==> src/rtl/ac_store_buffer_pkg.sv <==
// Shared types and constants for the AC store buffer.
package ac_store_buffer_pkg;

    localparam int WORD_SIZE     = 24;
    localparam int ADDR_SIZE     = 16;
    localparam int DEFAULT_DEPTH = 4;

    // Write-port handshake state
    typedef enum logic {
        IDLE = 1'b0,
        REQ  = 1'b1
    } state_t;

    // One pending store: target address and the captured AC value
    typedef struct packed {
        logic [ADDR_SIZE-1:0] addr;
        logic [WORD_SIZE-1:0] data;
    } entry_t;

endpackage

==> src/rtl/ac_store_buffer_store_fifo.sv <==
// Small synchronous FIFO holding pending stores.
// Exposes the head entry and the entry behind it so the write port can
// issue back-to-back beats. When only one entry is stored and a push
// lands in the same cycle, the "second" entry is the incoming word.
module store_fifo #(
    parameter int WIDTH = 40,
    parameter int DEPTH = 4
) (
    input  logic             clk,
    input  logic             rst,
    input  logic             push,
    input  logic             pop,
    input  logic [WIDTH-1:0] wdata,
    output logic             full,
    output logic             empty,
    output logic [WIDTH-1:0] head,
    output logic [WIDTH-1:0] second,
    output logic             second_valid
);

    localparam int PTR_W = $clog2(DEPTH);
    localparam int CNT_W = PTR_W + 1;

    logic [WIDTH-1:0] mem [DEPTH];
    logic [PTR_W-1:0] wr_ptr_q, wr_ptr_d;
    logic [PTR_W-1:0] rd_ptr_q, rd_ptr_d;
    logic [CNT_W-1:0] count_q, count_d;
    logic             push_ok;
    logic             pop_ok;

    // Status flags come straight from the registered count
    always_comb begin
        full         = (count_q == CNT_W'(DEPTH));
        empty        = (count_q == '0);
        push_ok      = push & ~full;
        pop_ok       = pop & ~empty;
        head         = mem[rd_ptr_q];
        second       = (count_q > CNT_W'(1)) ? mem[rd_ptr_q + PTR_W'(1)] : wdata;
        second_valid = (count_q > CNT_W'(1)) | ((count_q == CNT_W'(1)) & push_ok);
    end

    // Pointer and occupancy update
    always_comb begin
        wr_ptr_d = push_ok ? wr_ptr_q + PTR_W'(1) : wr_ptr_q;
        rd_ptr_d = pop_ok  ? rd_ptr_q + PTR_W'(1) : rd_ptr_q;
        case ({push_ok, pop_ok})
            2'b10:   count_d = count_q + CNT_W'(1);
            2'b01:   count_d = count_q - CNT_W'(1);
            default: count_d = count_q;
        endcase
    end

    // Pointer and count registers
    always_ff @(posedge clk or posedge rst) begin
        if (rst) begin
            wr_ptr_q <= '0;
            rd_ptr_q <= '0;
            count_q  <= '0;
        end else begin
            wr_ptr_q <= wr_ptr_d;
            rd_ptr_q <= rd_ptr_d;
            count_q  <= count_d;
        end
    end

    // Entry storage; contents are don't-care until written
    always_ff @(posedge clk) begin
        if (push_ok) begin
            mem[wr_ptr_q] <= wdata;
        end
    end

endmodule

==> src/rtl/ac_store_buffer.sv <==
// AC store buffer: captures AC values on store commands at a
// post-incrementing address, queues them, and drains them to data memory
// through a req/ack write handshake.
// Optional completed-write counter enabled by defining STORE_COUNT_EN.
module ac_store_buffer #(
    parameter int WORD_SIZE = ac_store_buffer_pkg::WORD_SIZE,
    parameter int ADDR_SIZE = ac_store_buffer_pkg::ADDR_SIZE,
    parameter int DEPTH     = ac_store_buffer_pkg::DEFAULT_DEPTH
) (
    input  logic                 clk,
    input  logic                 rst,
    input  logic                 store_en,
    input  logic [WORD_SIZE-1:0] ac_in,
    input  logic                 addr_load,
    input  logic [ADDR_SIZE-1:0] addr_in,
    output logic                 mem_wr_req,
    output logic [ADDR_SIZE-1:0] mem_addr,
    output logic [WORD_SIZE-1:0] mem_wdata,
    input  logic                 mem_wr_ack,
    output logic                 full,
    output logic                 empty,
    output logic                 overflow
`ifdef STORE_COUNT_EN
    ,
    input  logic                 count_clr,
    output logic [15:0]          store_count
`endif
);

    import ac_store_buffer_pkg::*;

    localparam int ENTRY_W = ADDR_SIZE + WORD_SIZE;

    state_t               state_q, state_d;
    logic                 req_q, req_d;
    logic [ADDR_SIZE-1:0] maddr_q, maddr_d;
    logic [WORD_SIZE-1:0] wdata_q, wdata_d;
    logic [ADDR_SIZE-1:0] addr_q, addr_d;
    logic                 overflow_q, overflow_d;

    logic [ADDR_SIZE-1:0] eff_addr;
    logic                 push;
    logic                 pop;
    logic [ENTRY_W-1:0]   fifo_head;
    logic [ENTRY_W-1:0]   fifo_second;
    logic                 fifo_second_valid;
    logic                 fifo_full;
    logic                 fifo_empty;

    store_fifo #(
        .WIDTH (ENTRY_W),
        .DEPTH (DEPTH)
    ) u_fifo (
        .clk          (clk),
        .rst          (rst),
        .push         (push),
        .pop          (pop),
        .wdata        ({eff_addr, ac_in}),
        .full         (fifo_full),
        .empty        (fifo_empty),
        .head         (fifo_head),
        .second       (fifo_second),
        .second_valid (fifo_second_valid)
    );

    assign full       = fifo_full;
    assign empty      = fifo_empty;
    assign mem_wr_req = req_q;
    assign mem_addr   = maddr_q;
    assign mem_wdata  = wdata_q;
    assign overflow   = overflow_q;

    // Store address selection, post-increment, and drop detection
    always_comb begin
        eff_addr   = addr_load ? addr_in : addr_q;
        push       = store_en & ~fifo_full;
        addr_d     = push ? eff_addr + ADDR_SIZE'(1) : eff_addr;
        overflow_d = overflow_q | (store_en & fifo_full);
        pop        = (state_q == REQ) & mem_wr_ack;
    end

    // Next-state logic of the write handshake
    always_comb begin
        state_d = state_q;
        case (state_q)
            IDLE:    if (!fifo_empty) state_d = REQ;
            REQ:     if (mem_wr_ack && !fifo_second_valid) state_d = IDLE;
            default: state_d = IDLE;
        endcase
    end

    // Registered write-port outputs: load on a new beat, hold until ack
    always_comb begin
        req_d   = req_q;
        maddr_d = maddr_q;
        wdata_d = wdata_q;
        case (state_q)
            IDLE: begin
                if (!fifo_empty) begin
                    req_d   = 1'b1;
                    maddr_d = fifo_head[ENTRY_W-1 -: ADDR_SIZE];
                    wdata_d = fifo_head[WORD_SIZE-1:0];
                end
            end
            REQ: begin
                if (mem_wr_ack) begin
                    if (fifo_second_valid) begin
                        maddr_d = fifo_second[ENTRY_W-1 -: ADDR_SIZE];
                        wdata_d = fifo_second[WORD_SIZE-1:0];
                    end else begin
                        req_d = 1'b0;
                    end
                end
            end
            default: req_d = 1'b0;
        endcase
    end

    // FSM state register
    always_ff @(posedge clk or posedge rst) begin
        if (rst) begin
            state_q <= IDLE;
        end else begin
            state_q <= state_d;
        end
    end

    // Address register, overflow flag and write-port output registers
    always_ff @(posedge clk or posedge rst) begin
        if (rst) begin
            addr_q     <= '0;
            overflow_q <= 1'b0;
            req_q      <= 1'b0;
            maddr_q    <= '0;
            wdata_q    <= '0;
        end else begin
            addr_q     <= addr_d;
            overflow_q <= overflow_d;
            req_q      <= req_d;
            maddr_q    <= maddr_d;
            wdata_q    <= wdata_d;
        end
    end

`ifdef STORE_COUNT_EN
    logic [15:0] store_count_q, store_count_d;

    // Completed-write counter; clear wins over a same-cycle ack
    always_comb begin
        if (count_clr) begin
            store_count_d = '0;
        end else if (pop) begin
            store_count_d = store_count_q + 16'd1;
        end else begin
            store_count_d = store_count_q;
        end
    end

    // Counter register
    always_ff @(posedge clk or posedge rst) begin
        if (rst) begin
            store_count_q <= '0;
        end else begin
            store_count_q <= store_count_d;
        end
    end

    assign store_count = store_count_q;
`endif

endmodule

==> config.mk <==
export PLATFORM = sky130hd
export DESIGN_NAME = ac_store_buffer
export DESIGN_NICKNAME = d
export VERILOG_FILES = /design/src/rtl/ac_store_buffer_pkg.sv /design/src/rtl/ac_store_buffer_store_fifo.sv /design/src/rtl/ac_store_buffer.sv
export SDC_FILE = /design/constraint.sdc
export NUM_CORES = 1
export LEC_CHECK = 0
export ABC_AREA = 1
export BUFFER_PORTS_ARGS = -buffer_cell sky130_fd_sc_hd__buf_2
export CAP_MARGIN = 5
export CORE_ASPECT_RATIO = 0.8
export CORE_MARGIN = 2
export CORE_UTILIZATION = 50
export CTS_BUF_LIST = sky130_fd_sc_hd__clkbuf_4
export DETAILED_ROUTE_END_ITERATION = 12
export PLACE_DENSITY_LB_ADDON = 0.05
export SYNTH_ARGS = -nofsm -noshare
export SYNTH_HDL_FRONTEND = slang
export SYNTH_SLANG_ARGS = --single-unit
==> constraint.sdc <==
create_clock -name clk -period 6.56 [get_ports clk]
set_input_delay 1.64 -clock clk [delete_from_list [all_inputs] [get_ports clk]]
set_output_delay 1.64 -clock clk [all_outputs]
set_load 0.01 [all_outputs]
-- Yosys cells after proc, flatten, opt, wreduce, memory -nomap -nowiden
Memory sizes are Yosys's and may differ from the RTL's.
Index checks and enable logic that the tools add are counted.
- add/sub/neg operators: 5
- bitwise gates (word level): 11
- equal/unequal tests: 8
- multiplexer cells: 21
- order comparisons: 1
- reduce and logical (&&, ||, !) cells: 6
- operator list (operator ; count):
    two-way mux 16 bit ; 5
    two-way mux 24 bit ; 3
    one-hot mux 24 bit (2 select lines) ; 1
    two-way mux 40 bit ; 1
    one-hot mux 16 bit (2 select lines) ; 1
    adder 16 x 1 -> 16 bit, second input constant ; 1
    two-way mux 1 bit ; 7
    bitwise AND 1 bit ; 6
    inequality test 2 bit, second input constant ; 3
    one-hot mux 3 bit (2 select lines) ; 1
    AND reduction 3 bit ; 2
    adder 2 x 1 -> 2 bit, second input constant ; 2
    one-hot mux 1 bit (2 select lines) ; 2
    adder 3 x 1 -> 3 bit, second input constant ; 1
    equality test 3 x 1 -> 1 bit, second input constant ; 1
    equality test 3 bit, second input constant ; 1
    > comparator 3 x 1 -> 1 bit, second input constant ; 1
    logical NOT 3 bit ; 1
    NOT 1 bit ; 3
    subtractor 3 x 1 -> 3 bit, second input constant ; 1
    equality test 2 x 1 -> 1 bit, second input constant ; 1
    equality test 2 bit, second input constant ; 1
    inequality test 2 x 1 -> 1 bit, second input constant ; 1
    bitwise OR 1 bit ; 2
    3 further kinds ; 3
- memories kept: 1
- RAM bits: 160
- output and inout port bits: 44
- bits of input ports: 45
- logic and storage cells: 62
- flip-flop bits (word level): 66
- memories (name ; depth ; bits a word ; read ports ; clocked after memory_dff ; wr ports ; RTL line ; source):
    u_fifo.mem ; 4 ; 40 ; 2 ; 0 ; 1 ; ac_store_buffer_store_fifo.sv:24 ; logic [WIDTH-1:0] mem [DEPTH];

-- Logic depth before layout (Yosys ltp)
Gate-level depths: netlist of run 1.
- depth in word-level cells: 10
- gate-level depth with buffers: 13
- mapped depth without buffers: 12

-- Hierarchy
From an unflattened synthesis of run 1, not the netlist that was laid out.
- cells, all modules: 1353
- area, all modules: 11652.4 um^2
- modules (own cells, without submodules) (module ; cells each ; area each (um^2) ; sequential area each (um^2) ; times used):
    store_fifo ; 967 ; 8390.5 ; 4979.8 ; 1
    ac_store_buffer ; 386 ; 3261.9 ; 1476.4 ; 1

-- Worst setup path after synthesis of run 1
OpenSTA, ideal clock, no wires.
- kind: input to register
- start: input port store_en
- end: memory u_fifo.mem[0][0] (enable)
- setup slack: 2.700 ns
- arrival time: 3.423 ns
- stages on the path: 2
- library setup time: 0.437 ns
- cells stage by stage: nand2_4 -> nor2_1
- cells in the longest elaborated chain, start to end: 4
- RTL lines (item ; RTL line ; source):
    from (decl) ; ac_store_buffer.sv:12 ; input logic store_en,
    bitwise AND 1 bit ; ac_store_buffer.sv:76 ; push = store_en & ~fifo_full;
    bitwise AND 1 bit ; ac_store_buffer_store_fifo.sv:35 ; push_ok = push & ~full;
    two-way mux 1 bit ; ac_store_buffer_store_fifo.sv:68 ; if (push_ok) begin
    two-way mux 1 bit (implied by the code) ; ac_store_buffer_store_fifo.sv:69 ; mem[wr_ptr_q] <= wdata;
    to (decl) ; ac_store_buffer_store_fifo.sv:24 ;
No other way between the ends.

-- Worst setup path in the final report of run 1
- start: register u_fifo.count_q[0]
- end: output port empty
- cells in the longest elaborated chain, start to end: 1
- RTL lines (item ; RTL line ; source):
    from (decl) ; ac_store_buffer_store_fifo.sv:27 ; logic [CNT_W-1:0] count_q, count_d;
    from (signal assigned) ; ac_store_buffer_store_fifo.sv:62 ; count_q <= count_d;
    logical NOT 3 bit ; ac_store_buffer_store_fifo.sv:34 ; empty = (count_q == '0);
    to (decl) ; ac_store_buffer.sv:21 ; output logic empty,
No other way between the ends.

==> results.json, run 1 <==
{
  "status": "finished, final reports clean",
  "drtAntennaViolNets": 0,
  "initial_utilization_pct": 51.2,
  "r2r_start": "u_fifo.rd_ptr_q[0]",
  "synth_nets": 1403,
  "synth.avg_cell_area_um2": 8.60,
  "cts_max_level": 2,
  "synth-xor-area-share_pct": 0.982,
  "setup_slack_ns": 3.21,
  "synthAdderAreaFrac_pct": 1.08,
  "setup.worst_path.end_class": "primary output",
  "synth_top_family_by_area": "simple AND/OR/NAND/NOR gates",
  "fin_tns_setup_ns": 0,
  "slowest_delay_ns": 0.42,
  "synth_compound_area_share_pct": 11.7,
  "crit_path_cell_trace": "inv_1 > ha_1 > nand2_1 > inv_1 > buf_2",
  "wl_met2_mm": 12.6,
  "drv_cap": 0,
  "final_common_cell": "nand2_1",
  "synth-simple-area-share_pct": 23.4,
  "wl_mm": 29.2,
  "track_usage_pct": 24.0,
  "crit_fanout": 4,
  "drv_slew": 0,
  "leakage_nw": 5.74,
  "grt_antenna_before_repair": 1,
  "grt-ovfl-total": 0,
  "fmax_ghz": 0.298,
  "placementRows": 49,
  "cts_tree": "built",
  "path_clk_slew_ns": 0.06,
  "layout_common_cells": "434 x nand2_1, 160 x edfxtp_1, 141 x nor2_1",
  "ys.flop_type": "edfxtp_1",
  "die_y_um": 140,
  "grt_pass1_vias": 8656,
  "setup_viol": 0,
  "max_slew.worst_pin.slew_ns": 0.981,
  "rsz0062_at_grt": "no",
  "synthDistinctLibCells": 31,
  "postCtsSetupRepairBufs": 0,
  "critPathLaunch": "u_fifo.count_q[0]",
  "numCtsBuffers": 57,
  "synth_cells": 1348,
  "cp.required_ns": 4.92,
  "grt_max_degree": 93,
  "criticalPathCategory": "reg2out",
  "wl_met1_mm": 13.9,
  "ys_warn_count": 0,
  "drive_gt1_share_pct": 16.9,
  "pre_cts_ws_ns": 3.12,
  "synth_area_um2": 11600,
  "clk_path_buf_depth": 3,
  "fin_crit_ns": 3.35,
  "yosysSeqAreaShare_pct": 55.7,
  "drt_iter0_markers": 751,
  "ctsRootBufferMaster": "clkbuf_4",
  "hold_viol": 0,
  "wl_per_cell_um": 16.3,
  "drcViolationCount": 0,
  "ys_ff_latch": 226,
  "hold_class": "reg2reg",
  "post-route-period-util_pct": 51.1,
  "dpl.hpwl_mm": 16.0,
  "worst_hold_slack_ns": 0.472,
  "min-delay-start": "mem_wdata[20]",
  "arrival_ns": 1.71,
  "skew_ns": 0.0443,
  "dieWidth_um": 174,
  "fillers": 2031,
  "slowest_stage": "dfrtp_1",
  "synthMuxAreaShare_pct": 0,
  "maxSlewHeadroom_pct": 34.6,
  "worstSetupStartpointType": "flip-flop",
  "gp_congestion": 0.847,
  "viasPerCell": 5.19,
  "ir_drop_uv": 375,
  "cts_resized": 0,
  "port_buffers": 88,
  "path_common_cell": "inv_1",
  "highest_layer": "met4",
  "wl_met3_mm": 2.08,
  "drt_pass1_iterations": 5,
  "holdBufCountCts": 0,
  "coreArea_um2": 22600,
  "dieArea_um2": 24400,
  "synth_edf_count": 160,
  "cts.sinks": 226,
  "worstSkewPairLatency_ns": 0.70,
  "nets": 1487,
  "vias": 9276,
  "powerDensity_nw_per_um2": 496,
  "io_pins": 89,
  "area_delta_synth_final_pct": 10.7,
  "grt_pass1_wl_mm": 46.3,
  "synth_async_sr_flop_share_pct": 29.2
}
[where the power goes]
part	switching, mW	leakage (nW)	internal, mW
Combinational	2.13	3.06	0.913
Clock	0.580	0.425	0.600
Sequential	0.178	2.25	1.95
Total	2.89	5.74	3.47
[state kept, by name, indices dropped and copies added, names as in the netlist]
| signal | flops |
|---|---|
| u_fifo.mem | 160 |
| mem_wdata | 24 |
| addr_q | 16 |
| mem_addr | 16 |
| u_fifo.count_q | 3 |
| u_fifo.rd_ptr_q | 2 |
| u_fifo.wr_ptr_q | 2 |
| mem_wr_req | 1 |
| overflow | 1 |
| state_q | 1 |
[cells in the mapped netlist (2+ instances only)]
| library cell | n | area share, % |
|---|---|---|
| xnor2_1 | 3 | 0.23 |
| nand2_4 | 10 | 0.97 |
| edfxtp_1 | 160 | 41 |
| o21ai_1 | 64 | 2.8 |
| buf_6 | 12 | 1.2 |
| dfrtp_1 | 66 | 14 |
| nand2_1 | 434 | 14 |
| nand4_1 | 5 | 0.27 |
| buf_4 | 8 | 0.52 |
| buf_1 | 7 | 0.23 |
| inv_1 | 88 | 2.8 |
| a21oi_1 | 114 | 4.9 |
| nor2_4 | 4 | 0.39 |
| o21ai_2 | 2 | 0.15 |
| xor2_1 | 10 | 0.76 |
| nor2_1 | 145 | 4.7 |
| nor2_2 | 6 | 0.32 |
| nand2_2 | 18 | 0.97 |
| nand3_1 | 35 | 1.5 |
| ha_1 | 10 | 1.1 |
| o21ai_0 | 84 | 3.6 |
| clkbuf_1 | 20 | 0.65 |
| buf_2 | 27 | 1.2 |
| inv_2 | 8 | 0.26 |
| nand3_2 | 2 | 0.17 |
[layer usage]
layer  global-route usage (%)  up-vias
li1                         -     4607
met1                     35.6     4283
met2                     35.8      338
met3                     4.64       48
met4                     7.30        0
met5                        0        -
[worst max-delay path, delay by kind of cell (launching register included)]
family | cells | cell delay, ns
adders and majority gates | 1 | 0.19
DFF | 1 | 0.42
and+or+nand+nor | 1 | 0.08
buffers and inverters | 3 | 0.36
[final cells by class]
class	count	area, um^2	share of cell area [%]
well taps	306	383	2.98
clock buffers	86	646	5.03
diodes	2	5.00	0.0390
flip-flops and latches	226	6460	50.3
clock inverters	20	87.6	0.683
inverters	98	378	2.94
repair buffers	100	531	4.13
multi-input cells	949	4340	33.9
[metrics by stage]
stage	std cells	power [mW]	util, %	area, um^2
after floorplan	1348	4.40	-	11600
after global placement	1679	5.16	53.5	12100
after detailed placement	1679	5.19	53.5	12100
after CTS	1785	6.39	56.7	12800
after global routing	1787	6.90	56.7	12800
final	1787	6.36	56.7	12800
[final timing paths]
| kind | endpoint | slack, ns | cells after the start |
|---|---|---|---|
| setup / recovery | empty | 3.21 | 5 |
| setup reg to reg | mem_addr[6] | 3.55 | 9 |
| max in group asynchronous | u_fifo.rd_ptr_q[1] | 4.69 | 3 |
| hold / removal | mem_wdata[20] | 0.47 | 2 |
| hold reg to reg | mem_wdata[20] | 0.47 | 2 |
| min in group asynchronous | mem_wdata[5] | 1.22 | 3 |
[logic make-up (layout without fill, tap and decap cells)]
group / count (synthesis) / in the layout
other: 0 / 2
flip-flops: 226 / 226
adder cells (fa/ha/maj): 10 / 10
AND/OR/NAND/NOR: 660 / 660
XOR/XNOR: 13 / 13
buffers and inverters: 173 / 304
AO/OA/AOI/OAI: 266 / 266
Note: power is estimated with default switching activity, not from simulation.
==> run 2, diff against run 1 <==
==> constraint.sdc (replaced) <==
create_clock -name clk -period 3.09 [get_ports clk]
set_input_delay 0.7725 -clock clk [delete_from_list [all_inputs] [get_ports clk]]
set_output_delay 0.7725 -clock clk [all_outputs]
set_load 0.01 [all_outputs]
==> run 2 against run 1 <==
  * Sequential share of layout area decreased by 0.91 points
  * Total power increased by 120%
  * Wire length increased by 0.60%
  * Clock skew decreased by 0.015 ns
  * Cell count increased by 0.84%
==> results.json, run 2 (same netlist as run 1, synthesis figures left out) <==
{
  "layout_common_cells": "434 x nand2_1, 160 x edfxtp_1, 141 x nor2_1",
  "cts_max_level": 2,
  "viasPerCell": 5.20,
  "finalNonFillerCells": 1802,
  "area_delta_synth_final_pct": 12.7,
  "setup.worst_path.end_class": "primary output",
  "initial_utilization_pct": 51.2,
  "wl_per_cell_um": 16.3,
  "numCtsBuffers": 58,
  "vias": 9376,
  "slowest_stage": "dfrtp_1",
  "grt-ovfl-total": 0,
  "holdBufCountCts": 0,
  "worstSkewPairLatency_ns": 0.67,
  "drtAntennaViolNets": 0,
  "status": "finished, final reports clean",
  "cp.required_ns": 2.32,
  "grt_max_degree": 82,
  "pre_cts_ws_ns": 0.528,
  "crit_path_cell_trace": "inv_1 > ha_1 > nand2_1 > inv_1 > buf_2",
  "max_slew.worst_pin.slew_ns": 0.648,
  "maxSlewHeadroom_pct": 56.7,
  "placementRows": 49,
  "skew_ns": 0.0292,
  "cts.sinks": 226,
  "grt_pass1_vias": 8879,
  "post-route-period-util_pct": 79.6,
  "setup_slack_ns": 0.629,
  "powerDensity_nw_per_um2": 1060,
  "leakage_nw": 5.87,
  "drv_cap": 0,
  "die_y_um": 140,
  "drive_gt1_share_pct": 17.8,
  "fmax_ghz": 0.406,
  "io_pins": 89,
  "drt_iter0_markers": 825,
  "dpl.hpwl_mm": 17.1,
  "criticalPathCategory": "reg2out",
  "crit_fanout": 4,
  "port_buffers": 88,
  "utilization_pct": 57.8,
  "wl_mm": 29.4,
  "cts_tree": "built",
  "fillers": 2017,
  "dp_cells": 1691,
  "final_common_cell": "nand2_1",
  "grt_antenna_before_repair": 1,
  "dieWidth_um": 174,
  "path_clk_slew_ns": 0.07,
  "rsz0062_at_grt": "no",
  "ir_drop_uv": 896,
  "arrival_ns": 1.69,
  "clk_path_buf_depth": 3,
  "coreArea_um2": 22600,
  "postCtsSetupRepairBufs": 0,
  "ctsRootBufferMaster": "clkbuf_4",
  "hold_class": "in2async",
  "fin_crit_ns": 2.46,
  "largest_register": "u_fifo.mem",
  "path_common_cell": "inv_1",
  "dieArea_um2": 24400,
  "grt_pass1_wl_mm": 47.1,
  "worstSetupStartpointType": "flip-flop",
  "track_usage_pct": 24.3,
  "power.total_mw": 13.9,
  "gp_congestion": 0.824,
  "slowest_delay_ns": 0.42,
  "setup_viol": 0,
  "largest_reg_flops": 160,
  "cts_resized": 0,
  "nets": 1500,
  "fin_tns_setup_ns": 0,
  "drt_pass1_iterations": 5,
  "drcViolationCount": 0,
  "hold_viol": 0,
  "drv_slew": 0
}
## run 2: changes by cell type in the layout (fill, tap and decap cells not counted), sizes merged
cell	previous run	this run
clkinv	17	18
clkinvlp	3	0
clkbuf	86	91
buf	100	112
## run 2: layer usage
metal  wire, um  GRT usage (%)  up-vias  share of wire [%]
li1           -              -     4642                  -
met1      14300           36.3     4355                 49
met2      12600           36.5      333                 43
met3       1940           4.10       46                6.6
met4        462           7.03        0                1.6
met5          0              0        -                  0
## run 2: worst paths after layout
path	end	slack, ns	cells past startpoint	startpoint
min in group clk	u_fifo.mem[1][6]	0.33	1	ac_in[6]
worst max-delay path	empty	0.63	5	u_fifo.count_q[0]
max in group asynchronous	addr_q[13]	2.21	3	rst
worst min-delay path	mem_wdata[6]	0.18	2	rst
worst max register to register	mem_addr[14]	0.82	11	u_fifo.count_q[1]
worst min register to register	mem_addr[4]	0.47	2	mem_addr[4]
## run 2: worst max-delay path, delay by kind of cell, from the launching register on
| kind | cells | cell delay (ns) |
|---|---|---|
| adder cells (fa/ha/maj) | 1 | 0.19 |
| flip-flops | 1 | 0.42 |
| AND/OR/NAND/NOR | 1 | 0.08 |
| buffers and inverters | 3 | 0.35 |
## run 2: report_power, final
group	leakage (nW)	switching [mW]	internal [mW]	total [mW]
Sequential	2.25	0.391	4.14	4.53
Clock	0.454	1.24	1.34	2.58
Combinational	3.16	4.61	2.14	6.75
Total	5.87	6.24	7.62	13.9
## run 2: area by class of cell
class                   instances  area (um^2)  area share, %
flip-flops and latches        226         6460           49.4
multi-input cells             949         4340           33.2
repair buffers                112          746           5.71
clock buffers                  91          683           5.23
well taps                     306          383           2.93
inverters                      98          378           2.89
clock inverters                18         71.3          0.546
diodes                          2         5.00         0.0383
## run 2: through the flow
step	hold WS [ns]	cell area, um^2
final	0.176	13100
after global routing	0.192	13100
after CTS	0.151	13100
after detailed placement	0.458	12300
after global placement	0.459	12300
after floorplan	0.478	11600
==> run 3, diff against run 2 <==
==> constraint.sdc (replaced) <==
create_clock -name clk -period 2.5 [get_ports clk]
set_input_delay 0.625 -clock clk [delete_from_list [all_inputs] [get_ports clk]]
set_output_delay 0.625 -clock clk [all_outputs]
set_load 0.01 [all_outputs]
==> run 3 against run 2 <==
  * Total power rose by 23%
  * Flip-flop and latch count did not move
  * Design area barely moved
  * Non-clock buffer count rose by 8
  * Clock skew rose by 0.014 ns
  * Sequential share of layout area barely moved
  * Via count fell by 1.0%
  * Clock-buffer cell count fell by 10
  * Critical path depth did not move
==> results.json, run 3 (same netlist as run 1, synthesis figures left out) <==
{
  "dpl.hpwl_mm": 17.4,
  "clk_path_buf_depth": 3,
  "cts_max_level": 2,
  "dieArea_um2": 24400,
  "io_pins": 89,
  "track_usage_pct": 24.4,
  "crit_family": "flip-flops",
  "ir_drop_uv": 1410,
  "initial_utilization_pct": 51.2,
  "gp_congestion": 0.838,
  "power.total_mw": 17.1,
  "crit_path_cell_trace": "inv_1 > ha_1 > nand2_1 > inv_1 > buf_2",
  "numCtsBuffers": 56,
  "cts_tree": "built",
  "criticalPathCategory": "reg2out",
  "layout.area.seq_um2": 6460,
  "grt_use_met3_pct": 4.70,
  "area_delta_synth_final_pct": 12.8,
  "cp.required_ns": 1.88,
  "fin_crit_ns": 2.37,
  "fillers": 2070,
  "drt_pass1_iterations": 6,
  "hold_viol": 0,
  "setup.worst_path.end_class": "primary output",
  "vias": 9280,
  "status": "finished, final reports clean",
  "drv_cap": 0,
  "drcViolationCount": 0,
  "die_y_um": 140,
  "slowest_stage": "dfrtp_1",
  "final_common_cell": "nand2_1",
  "grt_antenna_before_repair": 3,
  "grt-ovfl-total": 0,
  "worstPathBufferInverterCount": 3,
  "met2_usage_pct": 36.8,
  "grt_pass1_wl_mm": 47.3,
  "hold_class": "in2async",
  "busiest_layer": "met2",
  "viasPerCell": 5.14,
  "grt_pass1_vias": 8944,
  "drt_iter0_markers": 785,
  "powerDensity_nw_per_um2": 1310,
  "use_met1_pct": 36.0,
  "wl_mm": 29.3,
  "crit_fanout": 4,
  "nets": 1506,
  "fmax_ghz": 0.422,
  "drive_gt1_share_pct": 18.0,
  "placementRows": 49,
  "slowest_delay_ns": 0.43,
  "path_common_cell": "inv_1",
  "grt_max_degree": 61,
  "holdBufCountCts": 0,
  "leakage_nw": 5.87,
  "drv_slew": 0,
  "fin_tns_setup_ns": 0,
  "maxSlewHeadroom_pct": 48.0,
  "skew_ns": 0.0432,
  "setup_viol": 0,
  "path_clk_slew_ns": 0.07,
  "ctsRootBufferMaster": "clkbuf_4",
  "cts.sinks": 226,
  "utilization_pct": 57.8,
  "arrival_ns": 1.74,
  "worst_hold_slack_ns": 0.0269,
  "post-route-period-util_pct": 94.7,
  "layout_common_cells": "434 x nand2_1, 160 x edfxtp_1, 141 x nor2_1",
  "wl_per_cell_um": 16.2,
  "worstSkewPairLatency_ns": 0.71,
  "multiInputGateArea_um2": 4340,
  "max_slew.worst_pin.slew_ns": 0.780,
  "worstSetupStartpointType": "flip-flop",
  "coreArea_um2": 22600,
  "largest_reg_flops": 160,
  "rsz0062_at_grt": "no",
  "dieWidth_um": 174,
  "largest_register": "u_fifo.mem",
  "drtAntennaViolNets": 0,
  "port_buffers": 88
}
## run 3: report_power, final
group | switching, mW | total, mW | internal, mW | leakage, nW
Sequential | 0.481 | 5.60 | 5.11 | 2.25
Clock | 1.55 | 3.16 | 1.61 | 0.437
Combinational | 5.67 | 8.33 | 2.65 | 3.18
Total | 7.70 | 17.1 | 9.37 | 5.87
## run 3: layout make-up
cell class | instances | share of cell area, %
diodes | 2 | 0.0383
clock buffers | 81 | 4.65
clock inverters | 25 | 0.995
inverters | 98 | 2.89
multi-input cells | 949 | 33.2
flip-flops and latches | 226 | 49.4
well taps | 306 | 2.93
repair buffers | 120 | 5.88
## run 3: through the flow
stage,std cells,setup WS (ns),cell area (um^2)
final,1807,0.133,13100
after global routing,1807,0.00783,13100
after CTS,1805,0.0809,13100
after detailed placement,1699,0.204,12300
after global placement,1699,0.243,12300
after floorplan,1348,-0.509,11600
## run 3: path summary, 6_finish.rpt
kind                            depth (start not counted)         startpoint  slack (ns)               end
worst min register to register                          2        mem_addr[3]        0.47       mem_addr[3]
max in group asynchronous                               3                rst        1.82      mem_addr[12]
min in group clk                                        1           ac_in[6]        0.15  u_fifo.mem[2][6]
worst max-delay path                                    5  u_fifo.count_q[0]        0.13             empty
worst min-delay path                                    2                rst        0.03      mem_wdata[3]
worst max register to register                         11  u_fifo.count_q[1]        0.42     mem_wdata[23]
## run 3: repair_timing
action	4_1_cts	5_1_grt
buffers inserted	0	0
resized for setup	0	1
setup endpoints to repair	0	1
## run 3: per-layer routing
metal	share of wire (%)	vias up
met4	1.7	0
li1	-	4649
met3	6.4	47
met2	44	304
met1	48	4280
met5	0	-
